### src/rtl/fp_pkg.sv
// fp_pkg: shared FP32 field widths, operand struct, alignment FSM states
// and helpers that derive effective exponent / extended mantissa.
package fp_pkg;
   localparam int FP_EXP_W = 8;
   localparam int FP_FRAC_W = 23;
   localparam int FP_ALIGN_W = 27;
   typedef struct packed {
      logic sign;
      logic [FP_EXP_W-1:0] exp;
      logic [FP_FRAC_W-1:0] frac;
   } fp32_t;
   typedef enum logic [1:0] {IDLE, CMP, SHIFT, DONE} align_state_t;
   // Denormals behave as exponent 1 with a zero hidden bit.
   function automatic logic [FP_EXP_W-1:0] eff_exp(input fp32_t x);
      return (x.exp == '0) ? FP_EXP_W'(1) : x.exp;
   endfunction
   function automatic logic [FP_ALIGN_W-1:0] align_man(input fp32_t x);
      return {x.exp != '0, x.frac, 3'b000};
   endfunction
endpackage

### src/rtl/sticky_rshift.sv
// sticky_rshift: right shift by 0..MAX_SH, ORing every bit shifted out
// (and the old bit0) into the new bit0.
module sticky_rshift #(
   parameter int W = 27,
   parameter int MAX_SH = 4,
   parameter int SW = $clog2(MAX_SH + 1)
) (
   input  logic [W-1:0]  din,
   input  logic [SW-1:0] amt,
   output logic [W-1:0]  dout
);
   logic [W-1:0] mask;
   always_comb begin
      mask = (W'(1) << amt) - W'(1);
      dout = din >> amt;
      dout[0] = dout[0] | (|(din & mask));
   end
endmodule

### src/rtl/fp_align_seq.sv
// fp_align_seq: FP32 adder front end; picks the larger-exponent operand and
// aligns the smaller mantissa SHIFT_PER_CYC bits per cycle with sticky.
module fp_align_seq
   import fp_pkg::*;
#(
   parameter int SHIFT_PER_CYC = 4,
   parameter int ALIGN_W = FP_ALIGN_W
) (
   input  logic                CLK,
   input  logic                nRST,
   input  logic                flush,
   input  logic                in_valid,
   output logic                in_ready,
   input  logic [31:0]         op_a,
   input  logic [31:0]         op_b,
   output logic                out_valid,
   input  logic                out_ready,
   output logic [FP_EXP_W-1:0] big_exp,
   output logic [ALIGN_W-1:0]  big_man,
   output logic [ALIGN_W-1:0]  small_man,
   output logic                big_sign,
   output logic                small_sign,
   output logic                swapped
);
   localparam int SW = $clog2(SHIFT_PER_CYC + 1);
   align_state_t state, state_nx;
   fp32_t a_q, b_q;
   logic [FP_EXP_W-1:0] ea, eb, mag, rem;
   logic [FP_EXP_W:0] diff;
   logic [ALIGN_W-1:0] sm_sel, shifted;
   logic [SW-1:0] k;

   assign ea = eff_exp(a_q);
   assign eb = eff_exp(b_q);
   assign diff = {1'b0, ea} - {1'b0, eb};
   assign mag = diff[FP_EXP_W] ? eb - ea : ea - eb;
   assign sm_sel = diff[FP_EXP_W] ? align_man(a_q) : align_man(b_q);
   assign k = (rem < FP_EXP_W'(SHIFT_PER_CYC)) ? SW'(rem) : SW'(SHIFT_PER_CYC);
   assign in_ready = (state == IDLE);
   assign out_valid = (state == DONE);

   sticky_rshift #(.W(ALIGN_W), .MAX_SH(SHIFT_PER_CYC)) u_shift (
      .din(small_man),
      .amt(k),
      .dout(shifted)
   );

   always_ff @(posedge CLK or negedge nRST)
      if (!nRST) state <= IDLE;
      else state <= state_nx;

   always_comb begin
      state_nx = state;
      case (state)
         IDLE: state_nx = in_valid ? CMP : IDLE;
         CMP: state_nx = (mag == '0 || mag >= FP_EXP_W'(ALIGN_W)) ? DONE : SHIFT;
         SHIFT: state_nx = (rem <= FP_EXP_W'(SHIFT_PER_CYC)) ? DONE : SHIFT;
         DONE: state_nx = out_ready ? IDLE : DONE;
         default: state_nx = IDLE;
      endcase
      if (flush) state_nx = IDLE;
   end

   // Data registers need no flush gating: after a flush they are don't-care.
   always_ff @(posedge CLK or negedge nRST) begin
      if (!nRST) begin
         a_q <= '0;
         b_q <= '0;
         rem <= '0;
         big_exp <= '0;
         big_man <= '0;
         small_man <= '0;
         big_sign <= 1'b0;
         small_sign <= 1'b0;
         swapped <= 1'b0;
      end else begin
         if (in_ready && in_valid) begin
            a_q <= op_a;
            b_q <= op_b;
         end
         if (state == CMP) begin
            swapped <= diff[FP_EXP_W];
            big_exp <= diff[FP_EXP_W] ? eb : ea;
            big_man <= diff[FP_EXP_W] ? align_man(b_q) : align_man(a_q);
            big_sign <= diff[FP_EXP_W] ? b_q.sign : a_q.sign;
            small_sign <= diff[FP_EXP_W] ? a_q.sign : b_q.sign;
            small_man <= (mag >= FP_EXP_W'(ALIGN_W)) ? ALIGN_W'(|sm_sel) : sm_sel;
            rem <= mag;
         end
         if (state == SHIFT) begin
            small_man <= shifted;
            rem <= rem - FP_EXP_W'(k);
         end
      end
   end
endmodule

### config.mk
export PLATFORM = sky130hd
export DESIGN_NAME = fp_align_seq
export DESIGN_NICKNAME = d
export VERILOG_FILES = /design/src/rtl/fp_pkg.sv /design/src/rtl/sticky_rshift.sv /design/src/rtl/fp_align_seq.sv
export SDC_FILE = /design/constraint.sdc
export NUM_CORES = 1
export LEC_CHECK = 0
export ABC_CLOCK_PERIOD_IN_PS = 4300
export CELL_PAD_IN_SITES_DETAIL_PLACEMENT = 1
export CELL_PAD_IN_SITES_GLOBAL_PLACEMENT = 1
export CORE_UTILIZATION = 42
export DETAILED_ROUTE_END_ITERATION = 8
export PLACE_DENSITY_LB_ADDON = 0.1
export SETUP_SLACK_MARGIN = 0.15
export SYNTH_ARGS = -nofsm -noshare
export SYNTH_HDL_FRONTEND = slang
export SYNTH_HIERARCHICAL = 1
export SYNTH_SLANG_ARGS = --single-unit
### constraint.sdc
create_clock -name CLK -period 4.3 [get_ports CLK]
set_clock_uncertainty 0.2 [all_clocks]
set_input_delay 1.075 -clock CLK [delete_from_list [all_inputs] [get_ports CLK]]
set_output_delay 1.075 -clock CLK [all_outputs]
set_load 0.1 [all_outputs]
# Word level (Yosys, flattened, before mapping)
# Cells that the tools add are included.
# op_classes
n_bitwise	2
shift	2
n_mux	20
eq_ne	3
n_addsub	5
n_reduce_logical	11
n_lt_le_gt_ge	3
# ops
operator	n
$mux W27	5
$reduce_or A27 Y1	2
$mux W8	6
$and A27 B27 Y27	1
$shl A1 B3 Y27 const A	1
$shr A27 B3 Y27	1
$sub A27 B2 Y27 const B	1
$logic_not A8 Y1	3
$reduce_bool A8 Y1	2
$sub A8 B8 Y8	2
$sub A8 B8 Y9	1
$ge A8 B5 Y1 const B	1
$le A8 B3 Y1 const B	1
$lt A8 B3 Y1 const B	1
$pmux W2 S4	1
$sub A8 B3 Y8	1
$mux W1	5
$eq A2 B2 Y1 const B	2
$mux W2	2
$mux W3	1
$eq A2 B1 Y1 const B	1
$logic_not A2 Y1	1
$reduce_bool A2 Y1	1
$logic_and A1 B1 Y1	1
other kinds (2)	2
# word_totals
word_cells	60
register_bits	139

# Longest topological paths before layout
# logic_depth
depth_word	9
depth_mapped	17
ltp_nobuf	15

# By module
# Netlist, hierarchy kept.
# by_module_without_submodules
module	instances	seq_area_each_um2	area_each_um2	cells_per_inst
fp_align_seq	1	3403.3	7298.2	678
sticky_rshift	1	0.0	1138.6	152

# Worst setup path before layout
# OpenSTA, ideal clock, no wires.
# synth_timing
path_kind	register to register
start	reg rem[3]
end	reg small_man[0]
arrival_time_ps	3510
synth_period_minus_slack_ps	3838
setup_ps	129
setup_slack_ps	462
path_buffers	4
path_stages_with_launch	17
cell_sequence	dfrtp_1 > nor4_1 > and2_1 > clkbuf_1 > nand2_1 > nor2_1 > buf_6 > buf_2 > buf_2 > nand2_1 > ha_1 > nor3b_1 > a211o_1 > a2111oi_4 > o221ai_2 > a31oi_1 > o21ai_0
# synth_between
elab_chain_cells	8
# synth_lines
item	line_no	text
from (decl)	fp_align_seq.sv:28	logic [FP_EXP_W-1:0] ea, eb, mag, rem;
from (signal assigned)	fp_align_seq.sv:88	rem <= mag;
from (signal assigned)	fp_align_seq.sv:92	rem <= rem - FP_EXP_W'(k);
$lt A8 B3 Y1 *	fp_align_seq.sv:38	assign k = (rem < FP_EXP_W'(SHIFT_PER_CYC)) ? SW'(rem) : SW'(SHIFT_PER_CYC);
$mux W3 *	fp_align_seq.sv:38	
net k[2]	fp_align_seq.sv:31	logic [SW-1:0] k;
$shl A1 B3 Y27	sticky_rshift.sv:14	mask = (W'(1) << amt) - W'(1);
$sub A27 B2 Y27	sticky_rshift.sv:14	
$and A27 B27 Y27	sticky_rshift.sv:16	dout[0] = dout[0] | (|(din & mask));
$reduce_or A27 Y1	sticky_rshift.sv:16	
$or A1 B1 Y1 *	sticky_rshift.sv:16	
net shifted[0]	fp_align_seq.sv:30	logic [ALIGN_W-1:0] sm_sel, shifted;
$mux W27 *	fp_align_seq.sv:90	if (state == SHIFT) begin
to (signal assigned)	fp_align_seq.sv:87	small_man <= (mag >= FP_EXP_W'(ALIGN_W)) ? ALIGN_W'(|sm_sel) : sm_sel;
to (signal assigned)	fp_align_seq.sv:91	small_man <= shifted;
to (decl)	fp_align_seq.sv:20	output logic [ALIGN_W-1:0] small_man,
# Mark *: on every way through the listed nets, which the timed path passes. The rest lies on a longest branch.
# A chain may end at the register's enable or synchronous reset.

# Worst setup path after layout
# layout_timing
start	reg a_q[27] (netlist name)
end	reg small_man[5]
# layout_between
elab_chain_cells	8
# layout_lines
item	line_no	text
from (decl)	fp_align_seq.sv:27	fp32_t a_q, b_q;
from (signal assigned)	fp_align_seq.sv:78	a_q <= op_a;
$logic_not A8 Y1	fp_pkg.sv:15	return (x.exp == '0) ? FP_EXP_W'(1) : x.exp;
$mux W8 *	fp_pkg.sv:15	
$sub A8 B8 Y8 / $sub A8 B8 Y9 (equally long branches)	fp_align_seq.sv:36, fp_align_seq.sv:35	
$mux W8	fp_align_seq.sv:36	assign mag = diff[FP_EXP_W] ? eb - ea : ea - eb;
$ge A8 B5 Y1	fp_align_seq.sv:87	
$mux W27 *	fp_align_seq.sv:87	
$mux W27 *	fp_align_seq.sv:81	if (state == CMP) begin
$mux W27 *	fp_align_seq.sv:90	
# Mark *: on every way between the ends. The rest lies on a longest branch, timed or not. The select of a mux whose other input is x is not followed.

==> metrics.cfg <==
[critical_path]
rrSetupSlack_ns = 0.46
ff2ff_path_depth = 14
r2r_end = small_man[5]
crit_required_ns = 4.44
worstSetupEndpointType = register
path_cells = nor4_1 > a21oi_1 > inv_1 > ha_1 > inv_1 > fa_1 > a21o_1 > a21oi_1 > o211ai_1 > a221o_1 > o211ai_1 > nand4_2 > buf_12 > o221ai_1
cpPeakStageDelay_ns = 0.48
critPathLaunchType = register
crit_slowest_cell = nor4_1
crit_fanout = 24
r2r-start = a_q[27]
crit_type = reg2reg
arrival_ns = 3.98

[global_route]
grt_pass1_vias = 7149
grt.total_usage = 0.2602
antenna_found_initial = 1
grt_pass1_wl_um = 40630
grt_max_degree = 72
grt_overflow_total = 0

[clock_network]
cts_max_level = 4
clock_latency_ns = 0.43
max-clock-path-buffers = 2
cts-root-buf = clkbuf_16
cts_sinks = 136
clk_pin_slew_ns = 0.07
cts_tree = yes
cts_buffers = 17

[synthesis]
synth_warnings = 6
syn_area_mm2 = 0.008437
synth_seq_area_share = 0.4034
synth_largest_area_cell = dfrtp_1
synthCells = 830
async_flop_share = 1.000
synth_common_cells = 136 x dfrtp_1, 78 x nand2_1, 68 x mux2_2, 64 x mux2i_1, 60 x inv_1
netlist_top_cells_area = dfrtp_1 40%, mux2_2 9.1%, mux2i_1 7.6%, mux4_2 4.8%, o221ai_2 3.7%
post-synth-top-count-cell = dfrtp_1
synth_ff_type = dfrtp_1
ys_seq_elements = 136
ys_types = 66
synth_top_cell_area_share = 0.4034
avgSynthCellArea_um2 = 10.16
synth_edf_count = 0

[final_layout]
multiInputGateArea_mm2 = 0.004527
ff_latch_area_mm2 = 0.003405
nFillCells = 2163
drive_gt1_frac = 0.1892
syn2layout_area_growth_pct = 24.99
final_nets = 1021
diodes = 0

[floorplanning]
dieWidth_um = 143.7
die_h_um = 143.7
io_pins = 136
die-area_mm2 = 0.02066
core_mm2 = 0.01959
num_rows = 51
start_util = 0.4307

[run_status]
status = finished, final reports clean

[detailed_routing]
drtIter0Drc = 356
drc = 0
final_antenna_net_count = 0
first_pass_iters = 4
vias = 6810
wl_um = 25210
routedWlPerCell_um = 20.91
viasPerCell = 5.647

[sta]
setup-tns-final_ns = 0
hold_violations = 0
slew_headroom = 0.3114
rsz0062_at_grt = no
fin_crit_sh = 0.8939
fmax_mhz = 260.2
min_period_ns = 3.844
worst_pin_slew_ns = 1.030
setup_viol = 0
finalMaxSlewViolations = 0

[worst_hold_path]
min_to = big_exp[0]
min_path_cells = 1
worstHoldStart = big_exp[0]
hold_class = reg2reg

[placement]
io_buffers = 132
dpl.hpwl_um = 18230
gp_congestion = 0.8333

[flow_run]
maxCapViolCount = 0

logic make-up after synthesis:
family	share of synthesized area
and+or+nand+nor	0.1237
AOI/OAI and AO/OA	0.1474
muxes	0.2174
DFF	0.4034
buffers and inverters	0.06674
adders and majority gates	0.03737
xor gates and xnor gates	0.003115
other	0.0008901
flip-flops by register name, summed over array words and instances, names as in the netlist:
signal      count
big_man        24
b_q            32
state           2
rem             8
big_sign        1
swapped         1
a_q            32
big_exp         8
small_man      27
small_sign      1
how the worst max path moves through the flow:
| stage | start | endpoint | cells after the start |
|---|---|---|---|
| final | a_q[27] | small_man[5] | 14 |
| after global routing | rem[3] | small_man[0] | 11 |
| after CTS | b_q[24] | small_man[3] | 15 |
| after detailed placement | b_q[24] | small_man[16] | 15 |
| after global placement | b_q[24] | small_man[5] | 15 |
| after floorplan | rem[3] | small_man[0] | 16 |
layout by cell type (no fill, tap or decap), drive strengths merged, types with 6 or more instances in the layout:
cell type and count:
dfrtp 136, a21o 6, o21ai 21, o221ai 26, buf 17, ha 22, nor2b 7, nand2 79
mux2i 64, nor2 52, clkdlybuf4s50 129, nor3 8, nand3 34, o22ai 7, a21oi 55, inv 71
o211ai 8, mux4 18, clkbuf 17, mux2 70, nor4 17
repair_timing:
| action | CTS | global route |
|---|---|---|
| setup endpoints to repair | 0 | 25 |
| hold buffers | 0 | 0 |
| gates resized for setup | 0 | 8 |
| buffers inserted | 0 | 1 |
cell type report:
cell class                      instances  area share
Clock buffer                           17     0.04034
Inverter                               60     0.02136
Sequential cell                       136      0.3229
Multi-Input combinational cell        567      0.4293
Tap cell                              265     0.03144
Timing Repair Buffer                  146      0.1385
Clock inverter                         15     0.01626
stage by stage:
step           instances  hold slack (ns)  cell area (um2)  utilization  setup slack, ns
2_1_floorplan        832           0.2796             8444            -           0.4615
6_report            1206           0.3119            10550       0.5383           0.4561
4_1_cts             1205           0.3184            10510       0.5364           0.2999
5_1_grt             1206           0.3423            10550       0.5383           0.1621
3_3_place_gp        1173           0.2915             9911       0.5059           0.4811
3_5_place_dp        1173           0.3016             9911       0.5059           0.3233
worst max-delay path, delay by kind of cell (launching register included):
kind	cells	cell delay [ns]
compound gates	7	1.50
flops	1	0.45
buf+inv	3	0.36
fa+ha+maj	2	0.59
simple gates	2	0.64
per-layer routing:
metal | part of all wire | routed length (um) | GRT usage | vias up
li1 | - | - | - | 3173
met1 | 0.47 | 11880 | 0.3698 | 3435
met2 | 0.47 | 11790 | 0.4037 | 174
met3 | 0.042 | 1068 | 0.04332 | 28
met4 | 0.019 | 471 | 0.08063 | 0
met5 | 0 | 0 | 0 | -
Power is not shown: default switching activity piles up to over one toggle a cycle in this logic, so the estimate is an artifact.
